## config.mk

```make
export PLATFORM = sky130hd
export DESIGN_NAME = des_sbox_engine
export DESIGN_NICKNAME = d
export VERILOG_FILES = /design/src/rtl/des_sbox_engine.sv
export SDC_FILE = /design/constraint.sdc
export NUM_CORES = 1
export LEC_CHECK = 0
export ABC_AREA = 1
export BUFFER_PORTS_ARGS = -buffer_cell sky130_fd_sc_hd__buf_2
export CAP_MARGIN = 20
export CORE_UTILIZATION = 45
export DETAILED_ROUTE_END_ITERATION = 10
export PLACE_DENSITY_LB_ADDON = 0.3
export SLEW_MARGIN = 20
export SYNTH_ARGS = -nofsm -noshare
export SYNTH_HDL_FRONTEND = slang
export SYNTH_SLANG_ARGS = --single-unit
export TNS_END_PERCENT = 10
```

## constraint.sdc

```tcl
create_clock -name clk -period 4.5 [get_ports clk]
set_clock_uncertainty 0.05 [all_clocks]
set_input_delay 0.675 -clock clk [delete_from_list [all_inputs] [get_ports clk]]
set_output_delay 0.675 -clock clk [all_outputs]
set_load 0.005 [all_outputs]
```

## src/rtl/des_sbox_engine.sv

```systemverilog
// DES S-box stage: maps a 48-bit key-mixed word through S1..S8 and evaluates LANES boxes per cycle.
// Defining DES_SBOX_PARITY_EN adds the in_par/out_par/par_err parity ports.
module des_sbox_engine #(
    parameter int unsigned LANES = 2
) (
    input  logic        clk,
    input  logic        rst,
    input  logic        in_valid,
    output logic        in_ready,
    input  logic [47:0] in_data,
    output logic        out_valid,
    input  logic        out_ready,
    output logic [31:0] out_data,
    output logic        busy
`ifdef DES_SBOX_PARITY_EN
    ,
    input  logic        in_par,
    output logic        out_par,
    output logic        par_err
`endif
);

    localparam int unsigned NCHUNK = 8 / LANES;
    localparam int unsigned CW     = (NCHUNK > 1) ? $clog2(NCHUNK) : 1;
    localparam int unsigned RW     = LANES * 4;

    if (!(LANES == 1 || LANES == 2 || LANES == 4 || LANES == 8)) begin : g_bad_lanes
        $error("des_sbox_engine: LANES must be 1, 2, 4 or 8");
    end

    typedef enum logic [1:0] {StIdle, StEval, StHold} state_e;

    // Each function returns one table row; column 0 is the most significant nibble.
    function automatic logic [63:0] s1_row(input logic [1:0] r);
        case (r)
            2'd0:    return 64'hE4D12FB83A6C5907;
            2'd1:    return 64'h0F74E2D1A6CB9538;
            2'd2:    return 64'h41E8D62BFC973A50;
            default: return 64'hFC8249175B3EA06D;
        endcase
    endfunction

    function automatic logic [63:0] s2_row(input logic [1:0] r);
        case (r)
            2'd0:    return 64'hF18E6B34972DC05A;
            2'd1:    return 64'h3D47F28EC01A69B5;
            2'd2:    return 64'h0E7BA4D158C6932F;
            default: return 64'hD8A13F42B67C05E9;
        endcase
    endfunction

    function automatic logic [63:0] s3_row(input logic [1:0] r);
        case (r)
            2'd0:    return 64'hA09E63F51DC7B428;
            2'd1:    return 64'hD709346A285ECBF1;
            2'd2:    return 64'hD6498F30B12C5AE7;
            default: return 64'h1AD069874FE3B52C;
        endcase
    endfunction

    function automatic logic [63:0] s4_row(input logic [1:0] r);
        case (r)
            2'd0:    return 64'h7DE3069A1285BC4F;
            2'd1:    return 64'hD8B56F03472C1AE9;
            2'd2:    return 64'hA690CB7DF13E5284;
            default: return 64'h3F06A1D8945BC72E;
        endcase
    endfunction

    function automatic logic [63:0] s5_row(input logic [1:0] r);
        case (r)
            2'd0:    return 64'h2C417AB6853FD0E9;
            2'd1:    return 64'hEB2C47D150FA3986;
            2'd2:    return 64'h421BAD78F9C5630E;
            default: return 64'hB8C71E2D6F09A453;
        endcase
    endfunction

    function automatic logic [63:0] s6_row(input logic [1:0] r);
        case (r)
            2'd0:    return 64'hC1AF92680D34E75B;
            2'd1:    return 64'hAF427C9561DE0B38;
            2'd2:    return 64'h9EF528C3704A1DB6;
            default: return 64'h432C95FABE17608D;
        endcase
    endfunction

    function automatic logic [63:0] s7_row(input logic [1:0] r);
        case (r)
            2'd0:    return 64'h4B2EF08D3C975A61;
            2'd1:    return 64'hD0B7491AE35C2F86;
            2'd2:    return 64'h14BDC37EAF680592;
            default: return 64'h6BD814A7950FE23C;
        endcase
    endfunction

    function automatic logic [63:0] s8_row(input logic [1:0] r);
        case (r)
            2'd0:    return 64'hD2846FB1A93E50C7;
            2'd1:    return 64'h1FD8A374C56B0E92;
            2'd2:    return 64'h7B419CE206ADF358;
            default: return 64'h21E74A8DFC90356B;
        endcase
    endfunction

    function automatic logic [3:0] sbox(input logic [2:0] box, input logic [5:0] b);
        logic [1:0]  row;
        logic [63:0] row_v;
        row = {b[5], b[0]};
        case (box)
            3'd0:    row_v = s1_row(row);
            3'd1:    row_v = s2_row(row);
            3'd2:    row_v = s3_row(row);
            3'd3:    row_v = s4_row(row);
            3'd4:    row_v = s5_row(row);
            3'd5:    row_v = s6_row(row);
            3'd6:    row_v = s7_row(row);
            default: row_v = s8_row(row);
        endcase
        return row_v[{~b[4:1], 2'b00} +: 4];
    endfunction

    state_e         state_q, state_d;
    logic [CW-1:0]  cnt_q, cnt_d;
    logic [47:0]    sreg_q, sreg_d;
    logic [31:0]    acc_q, acc_d;
    logic           in_ready_q, in_ready_d;
    logic           out_valid_q, out_valid_d;
    logic           busy_q, busy_d;
    logic [2:0]     box_base;
    logic [RW-1:0]  lane_res;

    // Lane 0 takes the top chunk, so its nibble lands in the most significant slot.
    always_comb begin
        box_base = 3'(cnt_q * LANES);
        lane_res = '0;
        for (int l = 0; l < int'(LANES); l++) begin
            lane_res[RW-1-4*l -: 4] = sbox(box_base + 3'(l), sreg_q[47-6*l -: 6]);
        end
    end

    always_comb begin
        state_d = state_q;
        cnt_d   = cnt_q;
        sreg_d  = sreg_q;
        acc_d   = acc_q;
        unique case (state_q)
            StIdle: begin
                if (in_valid) begin
                    sreg_d  = in_data;
                    cnt_d   = '0;
                    state_d = StEval;
                end
            end
            StEval: begin
                sreg_d = sreg_q << (LANES * 6);
                acc_d  = (acc_q << RW) | 32'(lane_res);
                cnt_d  = cnt_q + 1'b1;
                if (cnt_q == CW'(NCHUNK - 1)) begin
                    state_d = StHold;
                end
            end
            StHold: begin
                if (out_ready) begin
                    state_d = StIdle;
                end
            end
            default: state_d = StIdle;
        endcase
        in_ready_d  = (state_d == StIdle);
        out_valid_d = (state_d == StHold);
        busy_d      = (state_d != StIdle);
    end

    always_ff @(posedge clk) begin
        if (rst) begin
            state_q     <= StIdle;
            cnt_q       <= '0;
            sreg_q      <= '0;
            acc_q       <= '0;
            in_ready_q  <= 1'b1;
            out_valid_q <= 1'b0;
            busy_q      <= 1'b0;
        end else begin
            state_q     <= state_d;
            cnt_q       <= cnt_d;
            sreg_q      <= sreg_d;
            acc_q       <= acc_d;
            in_ready_q  <= in_ready_d;
            out_valid_q <= out_valid_d;
            busy_q      <= busy_d;
        end
    end

    assign in_ready  = in_ready_q;
    assign out_valid = out_valid_q;
    assign out_data  = acc_q;
    assign busy      = busy_q;

`ifdef DES_SBOX_PARITY_EN
    logic out_par_q, out_par_d;
    logic par_err_q, par_err_d;

    always_comb begin
        out_par_d = ^acc_d;
        par_err_d = par_err_q;
        if (state_q == StIdle && in_valid && ((^in_data) != in_par)) begin
            par_err_d = 1'b1;
        end
    end

    always_ff @(posedge clk) begin
        if (rst) begin
            out_par_q <= 1'b0;
            par_err_q <= 1'b0;
        end else begin
            out_par_q <= out_par_d;
            par_err_q <= par_err_d;
        end
    end

    assign out_par = out_par_q;
    assign par_err = par_err_q;
`endif

    hold_stable_a: assert property (@(posedge clk) disable iff (rst)
        out_valid_q && !out_ready |=> out_valid_q && $stable(acc_q));

    valid_busy_a: assert property (@(posedge clk) disable iff (rst)
        out_valid_q |-> busy_q && !in_ready_q);

endmodule

```

After elaboration in Yosys (flattened, before gate mapping)

Index checks and enable logic that the tools add are counted.

Register bits after elaboration: 87
Latch bits: 0
Memory bits (writable): 0
Bits in read-only memories: 0
Bits of input ports: 52
Memories kept: 0

$add $sub $neg: 2
Multipliers: 0
Div/mod/pow operators: 0
Magnitude comparators: 0
Equality and inequality tests: 17
Shift-type cells: 2
Muxes and demuxes: 23
Bitwise operators: 3
Reduce and logical (&&, ||, !) cells: 9

Operators with widths:

| operator            | count |
|---|---|
| $pmux 64 s3         | 13 |
| $pmux 64 s7         | 1 |
| $pmux 64 s4         | 1 |
| $shiftx 64x7->4     | 2 |
| $pmux 48 s2         | 1 |
| $mux 48             | 1 |
| $or 32x8->32        | 1 |
| $eq 2x2->1 const B  | 6 |
| $eq 3x3->1 const B  | 3 |
| $eq 2x1->1 const B  | 4 |
| $logic_not 2->1     | 4 |
| $mux 2              | 4 |
| $not 4->4           | 2 |
| $eq 3x2->1 const B  | 2 |
| $logic_not 3->1     | 2 |
| $pmux 2 s3          | 1 |
| $pmux 2 s2          | 1 |
| $reduce_bool 2->1   | 2 |
| $add 3x1->3 const B | 1 |
| $eq 3x1->1 const B  | 1 |
| $add 2x1->2 const B | 1 |
| $ne 2x2->1 const B  | 1 |
| $reduce_and 2->1    | 1 |

Logic depth before layout (Yosys ltp)

Word-level depth: 5
Depth in mapped cells: 17

Worst setup path after synthesis

Ideal clock, no wire load.

Path type: register to register
Start point: reg sreg_q[42]
End point: reg acc_q[7], in the netlist out_data[7]
Library setup time: 0.117 ns
Arrival: 1.749 ns
Required time: 4.333 ns
Slack: 2.584 ns
Stages on the path, launching flop included: 15
Path buffers: 0
Clock period less this slack: 1.916 ns
Path through: dfxtp_1 > inv_1 > ha_1 > nand2_1 > inv_1 > nor2_1 > nand4_1 > nand2_1 > nand2_1 > nand2_1 > nand3_1 > nand3_1 > nand2_1 > nor2_1 > nor2_1

Cells in the longest elaborated chain, start to end: 5
Elaborated cells between the ends (all ways): 11
Those cells by class: eq/ne (2); shift (1); mux (6); bitwise (1); reduce/logical (1)

RTL lines:

| item                                  | line | text |
|---|---|---|
| from (decl)                           | 125  | `logic [47:0] sreg_q, sreg_d;` |
| from (signal assigned)                | 187  | `sreg_q <= sreg_d;` |
| $eq 2x2->1 (tied with other cells)    | --   |  |
| $pmux 64 s3, on equally long branches | --   |  |
| $pmux 64 s4 (*)                       | 110  | `case (box)` |
| $shiftx 64x7->4 (*)                   | 120  | `return row_v[{~b[4:1], 2'b00} +: 4];` |
| $or 32x8->32 (*)                      | 157  | `acc_d = (acc_q << RW) \| 32'(lane_res);` |
| to (signal assigned)                  | 180  | `acc_q <= '0;` |
| to (signal assigned)                  | 188  | `acc_q <= acc_d;` |
| to (decl)                             | 126  | `logic [31:0] acc_q, acc_d;` |

Every way passes the cells marked *; elsewhere a longest branch is shown, timed or not.
A chain may end at the register's enable or synchronous reset.

Final worst setup path

Start point: reg sreg_q[36]
End point: reg acc_q[2], in the netlist out_data[2]

Cells in the longest elaborated chain, start to end: 5
Elaborated cells between the ends (all ways): 14
Those cells by class: eq/ne (2); shift (1); mux (9); bitwise (1); reduce/logical (1)

RTL lines:

| item                                | line | text |
|---|---|---|
| $eq 2x2->1 (tied with other cells)  | --   |  |
| $pmux 64 s3 (tied with other cells) | 98   | `case (r)` |
| $pmux 64 s7 (*)                     | 110  |  |
| $shiftx 64x7->4 (*)                 | 120  |  |
| $or 32x8->32 (*)                    | 157  |  |

Marked as above.

==> impl_metrics.toml <==
[clocking]
ctsHoldBuffers = 0
numCtsBuffers = 9
cts_buffer_depth = 2
clockRootBuffer = "clkbuf_16"
cts_setup_buffers = 0
cts_tree = "yes"
ctsResizeCount = 0
cts_max_level = 3
path_clk_slew_ns = 0.06
clk_latency_ns = 0.34
clock_sinks = 87

[grt]
grt_pass1_wl_mm = 43.4
antenna_found_initial = 0
grt_max_degree = 68
grt_pass1_vias = 7880
grt_usage = 0.343
grt-ovfl-total = 0

[setup_path]
crit_fanout = 9
reg2reg_from = "sreg_q[36]"
worstSetupPathType = "reg2reg"
critPathLaunch = "sreg_q[36]"
critPathLaunchType = "flip-flop"
cp-endpoint = "out_data[2]"
cp.arrival_ns = 2.93
reg2reg_depth = 12
rrSetupSlack_ns = 1.71
critPathCaptureType = "flip-flop"
timing.rr.end = "out_data[2]"
required_ns = 4.64

[hold_path]
hold_path_startpoint = "sreg_q[3]"
hold_path_class = "reg2reg"

[job]
maxCapViolations = 0

[floorplanning]
start_util = 0.463
dieArea_um2 = 16200
core_um2 = 15300
fp.dieH_um = 127
row_count = 45
die_w_um = 127
boundaryPins = 87

[synthesis]
ys_seq_area_frac = 0.247
synth_cell_types = 28
syn_area_per_cell_um2 = 5.49
synth_edf_count = 0
postSynth.asyncResetShare = 0
synth_area_um2 = 7060
yosys_most_used_dff = "dfxtp_1"
ys_seq_elements = 87
ys_warn_count = 0
synthCells = 1285
syn_nets = 1353

[sta]
finalSetupTns_ns = 0
rsz0062_at_grt = "false"
clock.fmax_mhz = 358
setup_viol = 0
setup_slack_ns = 1.71
hold_viol = 0
tightest_slew_ns = 0.910
finalMaxSlewViolations = 0
max_slew_margin = 0.393
layout_worst_path_cycle_share = 0.621
min_period_ns = 2.79

[layout]
final_area_um2 = 7840
final_util = 0.514
layout.nets = 1389
fill_cells = 1668
areaGrowthSynthToFinish_pct = 11.0
drive_gt1_frac = 0.103
diodes = 0

[drt]
wl_per_cell_um = 18.2
first_pass_iters = 8
routed_wl_mm = 28.0
routed_via_density = 5.80
drtIter0Drc = 1261
dr_total_vias = 8918
postRouteAntennaNets = 0
drc = 0

[placed_design]
gp_congestion = 1.04
pre_cts_slack_ns = 1.73
io_buffers = 86
dpl.hpwl_mm = 20.6
placed_area_um2 = 7490

[power]
pwr-share-seq = 0.320
pwr-share-comb = 0.387
power_frac_clock = 0.293
p_sw_frac = 0.397
internal-power_mw = 1.71
total_power_mw = 2.83
irDropWorstVdd_v = 0.000319
p_leak_nw = 4.22
power_density_nw_per_um2 = 361
switching_power_mw = 1.12

[outcome]
status = "complete, no violations"
## cells by family (layout without fill, tap and decap cells)
family	after synthesis	after routing	share of synthesized area
flip-flops	87	87	0.247
AND/OR/NAND/NOR	826	826	0.486
adder cells (fa/ha/maj)	16	16	0.0284
AO/OA/AOI/OAI	198	198	0.142
buffers and inverters	158	199	0.0970
## cell type report
type / count / area [um^2] / area share
Clock buffer: 11 / 253 / 0.0322
Clock inverter: 5 / 88.8 / 0.0113
Inverter: 84 / 317 / 0.0404
Multi-Input combinational cell: 1040 / 4650 / 0.593
Sequential cell: 87 / 1740 / 0.222
Tap cell: 211 / 264 / 0.0337
Timing Repair Buffer: 99 / 528 / 0.0674
## sequential cells by signal (all words and copies together) (netlist names)
register,count
out_valid,1
busy,1
sreg_q,48
cnt_q,2
state_q,2
in_ready,1
out_data,32
## cells in the final DEF (no fill, tap or decap), types with 2 or more instances in the layout
master	instances
nand3_1	150
buf_4	13
a211oi_1	2
clkbuf_8	2
clkbuf_16	9
o21ai_0	100
a21oi_1	86
bufinv_16	2
clkinv_4	2
nor2_1	247
o211ai_1	3
nor3_1	3
nand3_2	4
buf_2	86
dfxtp_1	87
inv_2	5
o21ai_1	6
nand2_1	387
nor2_2	2
nand2_2	5
inv_1	77
nand3b_1	5
nor2_4	3
nand4_1	18
ha_1	16
## stage by stage
step,hold slack [ns],cells
3_3_place_gp,0.399,1521
2_1_floorplan,0.390,1285
5_1_grt,0.436,1537
6_report,0.416,1537
4_1_cts,0.417,1537
3_5_place_dp,0.406,1521
## how the worst min path moves through the flow
stage | endpoint | slack [ns] | cells past startpoint
after floorplan | sreg_q[0] | 0.39 | 2
after global placement | sreg_q[0] | 0.40 | 2
after detailed placement | sreg_q[7] | 0.41 | 2
after CTS | sreg_q[7] | 0.42 | 2
after global routing | sreg_q[14] | 0.44 | 2
final | sreg_q[3] | 0.42 | 2
## per-layer routing
metal	vias to the layer above	track usage	share of wire
li1	4215	-	-
met3	85	0.0829	0.12
met2	603	0.494	0.41
met4	0	0.138	0.036
met5	-	0	0
met1	4015	0.488	0.43
## critical path, cell delays in order, from the launching register on
cell and delay (ns):
dfxtp_1 0.41, inv_1 0.10, ha_1 0.37, o21ai_0 0.55, nand2_1 0.17, o21ai_0 0.37
nand2_1 0.12, nand2_1 0.09, nand2_1 0.05, nand2_1 0.10, nand3_1 0.08, nand3_1 0.11
a21oi_1 0.07
## synth_stat cells, types with 3 or more instances
library cell  instances  area share
nand2_1             387        0.21
nor2_1              248        0.13
nand3_1             150        0.11
o21ai_0             100       0.071
dfxtp_1              87        0.25
a21oi_1              86       0.061
inv_1                78       0.041
clkbuf_1             33       0.018
buf_2                22       0.016
nand4_1              18       0.016
ha_1                 16       0.028
buf_1                 7      0.0037
buf_4                 7      0.0074
o21ai_1               6      0.0043
buf_6                 5      0.0080
inv_2                 5      0.0027
nand2_2               5      0.0044
nand3b_1              5      0.0053
nand3_2               4      0.0057
nor2_2                3      0.0027
nor3_1                3      0.0021
o211ai_1              3      0.0032
## power groups by stage
| stage | registers (mW) | logic, mW | clock network [mW] |
|---|---|---|---|
| after floorplan | 0.895 | 0.752 | 0 |
| after global placement | 0.918 | 1.08 | 0 |
| after detailed placement | 0.918 | 1.05 | 0 |
| after CTS | 0.902 | 1.05 | 0.844 |
| after global routing | 0.912 | 1.20 | 0.876 |
| final | 0.904 | 1.10 | 0.829 |
(Power assumes the default switching activity.)
